===== config.mk =====
export PLATFORM = sky130hd
export DESIGN_NAME = alu_rr_sched
export DESIGN_NICKNAME = d
export VERILOG_FILES = /design/src/rtl/alu_rr_sched.sv
export SDC_FILE = /design/constraint.sdc
export NUM_CORES = 1
export LEC_CHECK = 0
export CAP_MARGIN = 20
export CORE_MARGIN = 8
export CORE_UTILIZATION = 51
export DETAILED_ROUTE_END_ITERATION = 12
export GPL_ROUTABILITY_DRIVEN = 0
export PLACE_DENSITY = 0.84
export REMOVE_ABC_BUFFERS = 1
export SLEW_MARGIN = 30
export SYNTH_ARGS = -nofsm -noshare
export SYNTH_HDL_FRONTEND = slang
export SYNTH_SLANG_ARGS = --single-unit

===== constraint.sdc =====
create_clock -name clk -period 13.7 [get_ports clk]
set_input_delay 4.11 -clock clk [delete_from_list [all_inputs] [get_ports clk]]
set_output_delay 4.11 -clock clk [all_outputs]
set_load 0.02 [all_outputs]

===== src/rtl/alu_rr_sched.sv =====
// alu_rr_sched
//   Shares one 4-bit ALU among NREQ requesters. A round-robin arbiter picks
//   one pending requester per cycle. Its operands go through the ALU
//   combinationally. The result lands in a single-entry output register,
//   tagged with the index of the winning requester.
//
// Ports
//   clk, rst    clock and synchronous active-high reset
//   req_valid   per-requester request valid               [NREQ]
//   req_a/req_b per-requester 4-bit operands, packed       [4*NREQ]
//   req_op      per-requester 2-bit opcode, packed         [2*NREQ]
//   req_ready   one-hot grant; handshake = valid & ready   [NREQ]
//   res_valid   output register holds a result
//   res_ready   consumer accepts the result
//   res_id      index of the requester that produced the result
//   res_out     5-bit ALU result
//   done_count  results consumed since reset, wraps        [CNTW]
module alu_rr_sched #(
   parameter int NREQ = 6,
   parameter int IDW  = $clog2(NREQ),
   parameter int CNTW = 16
) (
   input  logic              clk,
   input  logic              rst,
   input  logic [NREQ-1:0]   req_valid,
   input  logic [4*NREQ-1:0] req_a,
   input  logic [4*NREQ-1:0] req_b,
   input  logic [2*NREQ-1:0] req_op,
   output logic [NREQ-1:0]   req_ready,
   output logic              res_valid,
   input  logic              res_ready,
   output logic [IDW-1:0]    res_id,
   output logic [4:0]        res_out,
   output logic [CNTW-1:0]   done_count
);

   // One extra bit so that ptr + k (at most 2*NREQ-2) cannot overflow
   // before the modulo wrap.
   localparam int             SW   = IDW + 1;
   localparam logic [IDW-1:0] LAST = IDW'(NREQ - 1);
   localparam logic [IDW-1:0] ONE  = IDW'(1);

   logic [IDW-1:0] ptr;
   logic [IDW-1:0] ptr_next;
   logic [IDW-1:0] win;
   logic [IDW-1:0] cand;
   logic [SW-1:0]  sum;
   logic           found;
   logic           accept;
   logic           grant;
   logic [3:0]     sel_a;
   logic [3:0]     sel_b;
   logic [1:0]     sel_op;
   logic [4:0]     alu_res;

   function automatic logic [4:0] alu(input logic [3:0] a,
                                      input logic [3:0] b,
                                      input logic [1:0] op);
      logic [4:0] r;
      unique case (op)
         2'd0:    r = {1'b0, a} + {1'b0, b};
         2'd1:    r = {1'b0, a} - {1'b0, b};
         2'd2:    r = {1'b0, a & b};
         default: r = {1'b0, a | b};
      endcase
      return r;
   endfunction

   // Round-robin scan starting at ptr. The first valid index wins.
   always_comb begin
      // NOTE: every variable gets a default before the loop, so no path
      // leaves one unassigned and no latch is inferred.
      found = 1'b0;
      win   = '0;
      sum   = '0;
      cand  = '0;
      for (int k = 0; k < NREQ; k++) begin
         sum = {1'b0, ptr} + SW'(k);
         if (sum >= SW'(NREQ)) sum = sum - SW'(NREQ);
         cand = sum[IDW-1:0];
         if (!found && req_valid[cand]) begin
            found = 1'b1;
            win   = cand;
         end
      end
   end

   assign sel_a    = req_a[{win, 2'b00} +: 4];
   assign sel_b    = req_b[{win, 2'b00} +: 4];
   assign sel_op   = req_op[{win, 1'b0} +: 2];
   assign alu_res  = alu(sel_a, sel_b, sel_op);
   assign ptr_next = (win == LAST) ? '0 : win + ONE;

   // The output register can take a new result when it is empty or is
   // being drained this cycle. No grant is issued while reset is asserted.
   assign accept    = !res_valid || res_ready;
   assign grant     = accept && found && !rst;
   assign req_ready = grant ? (NREQ'(1) << win) : '0;

   always_ff @(posedge clk) begin
      // NOTE: non-blocking assignments, so every register samples
      // pre-edge values regardless of statement order.
      if (rst) begin
         res_valid  <= 1'b0;
         res_id     <= '0;
         res_out    <= '0;
         ptr        <= '0;
         done_count <= '0;
      end else begin
         if (res_valid && res_ready) done_count <= done_count + CNTW'(1);
         if (accept) begin
            res_valid <= found;
            if (found) begin
               res_id  <= win;
               res_out <= alu_res;
               ptr     <= ptr_next;
            end
         end
      end
   end

endmodule


* Yosys cells after proc, flatten, opt, wreduce, memory -nomap -nowiden
Cells that the tools add are included.
** Word-level totals
- Register bits after elaboration :: 28
- Bits in latches :: 0
- Bits in writable memories :: 0
- Memory bits (read-only) :: 0
- Input bits :: 69
- Output and inout bits :: 31
- Logic and storage cells :: 92
- Memories :: 0
** Operators by class
- Add/sub/neg operators :: 15
- Multipliers :: 0
- Div/mod/pow operators :: 0
- Order comparisons :: 12
- Equality and inequality tests :: 3
- Shifts and indexed selects :: 4
- Mux-type cells :: 33
- Bitwise gates (word level) :: 2
- Reductions and logical operators :: 18
** Operator list (count)
- $shiftx 24x6->4 :: 2
- $mux 3 :: 13
- $lt 3x4->1 const B :: 6
- $ge 4x3->1 const B :: 5
- $bmux 1 s3 :: 6
- $sub 3x3->3 const B :: 6
- $add 16x1->16 const B :: 1
- $pmux 5 s3 :: 1
- $mux 1 :: 12
- $shiftx 12x5->2 :: 1
- $add 3x2->4 const B :: 2
- $add 3x3->4 const B :: 2
- $logic_and 1x1->1 :: 8
- $logic_not 1->1 :: 7
- $mux 6 :: 1
- $shl 1x3->6 const A :: 1
- $add 4x4->5 :: 1
- $sub 4x4->5 :: 1
- $add 3x1->4 const B :: 1
- $and 4x4->4 :: 1
- $or 4x4->4 :: 1
- $add 3x1->3 const B :: 1
- $eq 3x3->1 const B :: 1
- $ge 3x3->1 const B :: 1
- 5 further kinds :: 5

* Logic depth before layout (Yosys ltp)
- Depth after elaboration :: 23
- Gate-level depth with buffers :: 26
- Mapped depth without buffers :: 21

* Least setup slack after synthesis
Ideal clock, no wire load.
- Path kind :: input to output
- Start point :: in req_valid[1]
- End point :: out req_ready[5]
- Arrival time :: 6.959 ns
- Required time :: 9.590 ns
- Path slack :: 2.631 ns
- Stages :: 10
- Cell sequence :: mux2_4 and3_1 a211oi_2 nand2_2 or3_4 o31ai_4 inv_2 buf_2 buf_1 nor4_1
** On the way
- Longest elaborated chain between the ends :: 21
- Elaborated cells on any way between the ends :: 38
- Those cells by class :: shift (1); mux (25); reduce/logical (12)
** RTL lines
- start, declared :: RTL line 25 : input logic [NREQ-1:0] req_valid,
- $bmux 1 s3 :: RTL line 81 : if (!found && req_valid[cand]) begin
- $mux 1 (not written as such) :: RTL line 81
- $mux 1 :: RTL line 81
- $logic_not 1->1 :: RTL line 81
- $logic_and 1x1->1 :: RTL line 81
- $mux 1 :: RTL line 81
- $logic_not 1->1 :: RTL line 81
- $logic_and 1x1->1 :: RTL line 81
- [... 4 more ...]
- $logic_not 1->1 :: RTL line 81
- $logic_and 1x1->1 :: RTL line 81
- $mux 1 :: RTL line 81
- $logic_not 1->1 :: RTL line 81
- $logic_and 1x1->1 :: RTL line 81
- $mux 1 :: RTL line 81
- $logic_and 1x1->1 (2 in a row) :: RTL line 97 : assign grant = accept && found && !rst;
- $mux 6 (*) :: RTL line 98 : assign req_ready = grant ? (NREQ'(1) << win) : '0;
- end, declared :: RTL line 29 : output logic [NREQ-1:0] req_ready,
Every way passes the cells marked *; elsewhere a longest branch is shown, timed or not. The select of a mux whose other input is x is not followed.

* Final worst setup path
- Start point :: in req_valid[1]
- End point :: out req_ready[3]
Same word-level chain as after synthesis.

==> impl_metrics.env <==
export IMPL_setup_violations=0
export IMPL_ys_ff_latch=28
export IMPL_min_period_over_period_pct=87.51
export IMPL_pre_cts_ws_ns=1.699
export IMPL_post_cts_setup_buffers=0
export IMPL_cellLeakagePower_nw=1.602
export IMPL_min_path_type="reg -> reg"
export IMPL_ir_drop_mv=0.2552
export IMPL_cts_hold_buffers_added=0
export IMPL_syn2layout_area_growth_pct=34.18
export IMPL_num_rows=28
export IMPL_power_total_mw=1.374
export IMPL_cp_max_fo=18
export IMPL_diodes=0
export IMPL_synth_distinct_cells=66
export IMPL_netlist_top_cell_by_area="dfxtp_1"
export IMPL_cp_start_kind="input pin"
export IMPL_drv_slew=0
export IMPL_setup_ws_ns=1.711
export IMPL_synth_edff_count=0
export IMPL_grt_pass1_wl_mm=14.98
export IMPL_drt_first_pass_iters=5
export IMPL_crit_top_cell="clkdlybuf4s50_1"
export IMPL_cts_root_buf="clkbuf_8"
export IMPL_p_per_area_mw_per_mm2=331.4
export IMPL_core_area_sq_mm=0.005886
export IMPL_cap_violations=0
export IMPL_rsz0062_at_grt="false"
export IMPL_hold_depth=2
export IMPL_synthCells=377
export IMPL_syn_area_sq_mm=0.003089
export IMPL_reg2regPathDepth=20
export IMPL_ys_top_cells_by_area="dfxtp_1 (18%), mux2i_1 (8.1%), ha_1 (6.9%), a21oi_1 (5.5%), nor2_1 (4.9%)"
export IMPL_initial_utilization_pct=52.49
export IMPL_cp_depth=12
export IMPL_finalSetupTns_ns=0
export IMPL_fp_dieH_microns=93.83
export IMPL_die_area_sq_mm=0.008804
export IMPL_clk_path_buf_depth=2
export IMPL_yosysSeqAreaShare_pct=18.14
export IMPL_cts_buffers=3
export IMPL_grt_pass1_vias=3227
export IMPL_tightest_slew_ns=0.6692
export IMPL_fin_crit_ns=11.99
export IMPL_num_nets_final=551
export IMPL_antenna_left=0
export IMPL_path_class="in -> out"
export IMPL_synth_async_reset_ratio_pct=0
export IMPL_grt_util_all_layers_pct=20.26
export IMPL_slew_headroom_pct=55.38
export IMPL_wl_per_cell_microns=16.20
export IMPL_cp_arrival_ns=7.88
export IMPL_cts_sinks=28
export IMPL_fmax_mhz=83.41
export IMPL_clk_pin_slew_ns=0.09
export IMPL_drc=0
export IMPL_fin_worst_skew_ns=0.006741
export IMPL_grt_max_degree=34
export IMPL_crit_slowest_cell="clkdlybuf4s50_1"
export IMPL_syn_avg_cell_area_sq_um=8.194
export IMPL_drt_iter0_markers=107
export IMPL_h_tree_depth=1
export IMPL_path_cells="clkdlybuf4s50_1 > mux2_4 > and3_1 > a211oi_2 > nand2_2 > or3_4 > a311o_1 > a32oi_4 > nor2b_1 > ha_1 > and2_1 > clkdlybuf4s50_1"
export IMPL_drive_gt1_share_pct=8.639
export IMPL_antenna_found_initial=0
export IMPL_crit_required_ns=9.59
export IMPL_ios=100
export IMPL_yosys_warnings=0
export IMPL_overflow=0
export IMPL_fillers=495
export IMPL_wl_mm=8.714
export IMPL_path_buf_inv=2
export IMPL_hold_viol_final=0
export IMPL_outcome="complete, no violations"
export IMPL_die_x_microns=93.83
export IMPL_vias=3186
export IMPL_synth_flop_cell="dfxtp_1"
export IMPL_dpl_hpwl_mm=7.054
export IMPL_synth_top_area_share_pct=18.14
export IMPL_viasPerCell=5.922
export IMPL_end_kind="output port"
export IMPL_port_buffers=99
export IMPL_critPathTopFamily="compound AO/OA/AOI/OAI gates"
export IMPL_clk_latency_ns=0.28
export IMPL_cts_tree="yes"
export IMPL_cp_slowest_stage_delay_ns=0.60
export IMPL_cts_resized=0
==> cell usage after synthesis (all sizes together), types with 2 or more instances <==
| library cell | count |
|---|---|
| xnor2 | 6 |
| nand2b | 4 |
| nand2 | 29 |
| nand3 | 10 |
| or3 | 9 |
| mux2i | 26 |
| or2 | 2 |
| o22ai | 3 |
| clkbuf | 7 |
| and3 | 9 |
| mux4 | 6 |
| dfxtp | 28 |
| o31a | 2 |
| a22oi | 2 |
| nor2b | 5 |
| nor3b | 2 |
| o211ai | 2 |
| a21o | 5 |
| o21a | 3 |
| and2 | 5 |
| nor3 | 9 |
| ha | 17 |
| o31ai | 3 |
| inv | 13 |
| nor2 | 40 |
| nor4 | 4 |
| buf | 13 |
| a311o | 2 |
| maj3 | 3 |
| a311oi | 2 |
| mux2 | 12 |
| o21ai | 10 |
| a211oi | 9 |
| a21oi | 35 |
| a32oi | 2 |
| or4 | 3 |
| nand4 | 5 |
| xor2 | 16 |
| nand3b | 3 |
==> power breakdown <==
group | leakage, nW | total, mW | switching (mW) | internal, mW
Clock | 0.0288 | 0.0517 | 0.0259 | 0.0258
Sequential | 0.229 | 0.117 | 0.0198 | 0.0973
Combinational | 1.34 | 1.21 | 0.650 | 0.555
Total | 1.60 | 1.37 | 0.695 | 0.678
==> worst min-delay path: stages (launching register included) <==
cell     delay (ns)
dfxtp_1        0.33
nand2_1        0.06
a21oi_1        0.05
==> layout by cell type (no fill, tap or decap), drive strengths merged, types with 3 or more instances in the layout <==
| master | count |
|---|---|
| or3 | 9 |
| and3 | 9 |
| nor3 | 9 |
| xnor2 | 6 |
| xor2 | 16 |
| dfxtp | 28 |
| nand3 | 10 |
| o21ai | 10 |
| a21o | 5 |
| buf | 3 |
| mux2i | 26 |
| mux4 | 6 |
| nor2b | 5 |
| o21a | 3 |
| nor4 | 4 |
| nand3b | 3 |
| a21oi | 35 |
| o31ai | 3 |
| a211oi | 9 |
| clkbuf | 4 |
| inv | 13 |
| clkdlybuf4s50 | 99 |
| mux2 | 12 |
| o22ai | 3 |
| nand4 | 5 |
| nand2 | 29 |
| or4 | 3 |
| nor2 | 40 |
| and2 | 5 |
| ha | 17 |
| maj3 | 3 |
| nand2b | 4 |
==> routing by layer <==
metal	share of wire [%]	global-route usage (%)	vias up
met5	0	0	-
met4	1.8	5.680	0
met3	7.9	5.516	17
met2	49	35.53	131
met1	42	23.41	1478
li1	-	-	1560
==> state kept, by name, summed over array words and instances, names as in the netlist <==
signal / cells
res_out: 5
done_count: 16
res_id: 3
res_valid: 1
ptr: 3
==> final cells by class <==
class | instances | area [sq um] | area share (%)
Multi-Input combinational cell | 316 | 2372 | 57.23
Sequential cell | 28 | 561.8 | 13.55
Tap cell | 75 | 93.84 | 2.264
Timing Repair Buffer | 102 | 1013 | 24.45
Clock buffer | 4 | 55.05 | 1.328
Inverter | 13 | 48.80 | 1.177
==> logic make-up after synthesis <==
family                     after synthesis  synth area share [%]
and+or+nand+nor                        140                 22.64
adders and majority gates               21                 8.586
buffers and inverters                   33                 5.062
xor gates and xnor gates                22                 6.237
AOI/OAI and AO/OA                       89                 21.55
muxes                                   44                 17.78
DFF                                     28                 18.15
==> per-stage QoR <==
| step | cell area (sq um) | cells | utilization [%] | hold WS (ns) |
|---|---|---|---|---|
| floorplan | 2982 | 357 | - | 0.5284 |
| global placement | 4089 | 534 | 69.47 | 0.4563 |
| detailed placement | 4089 | 534 | 69.47 | 0.4721 |
| CTS | 4144 | 538 | 70.41 | 0.4845 |
| global route | 4145 | 538 | 70.43 | 0.5081 |
| finish | 4145 | 538 | 70.43 | 0.4878 |
==> final timing paths <==
check | start | slack (ns) | to
setup / recovery | req_valid[1] | 1.71 | req_ready[3]
hold / removal | res_id[1]$_SDFFE_PP0P_ | 0.49 | res_id[1]$_SDFFE_PP0P_
hold reg to reg | res_id[1]$_SDFFE_PP0P_ | 0.49 | res_id[1]$_SDFFE_PP0P_
setup reg to reg | ptr[1]$_SDFFE_PP0P_ | 7.20 | res_out[4]$_SDFFE_PP0P_
(Power assumes the default switching activity.)
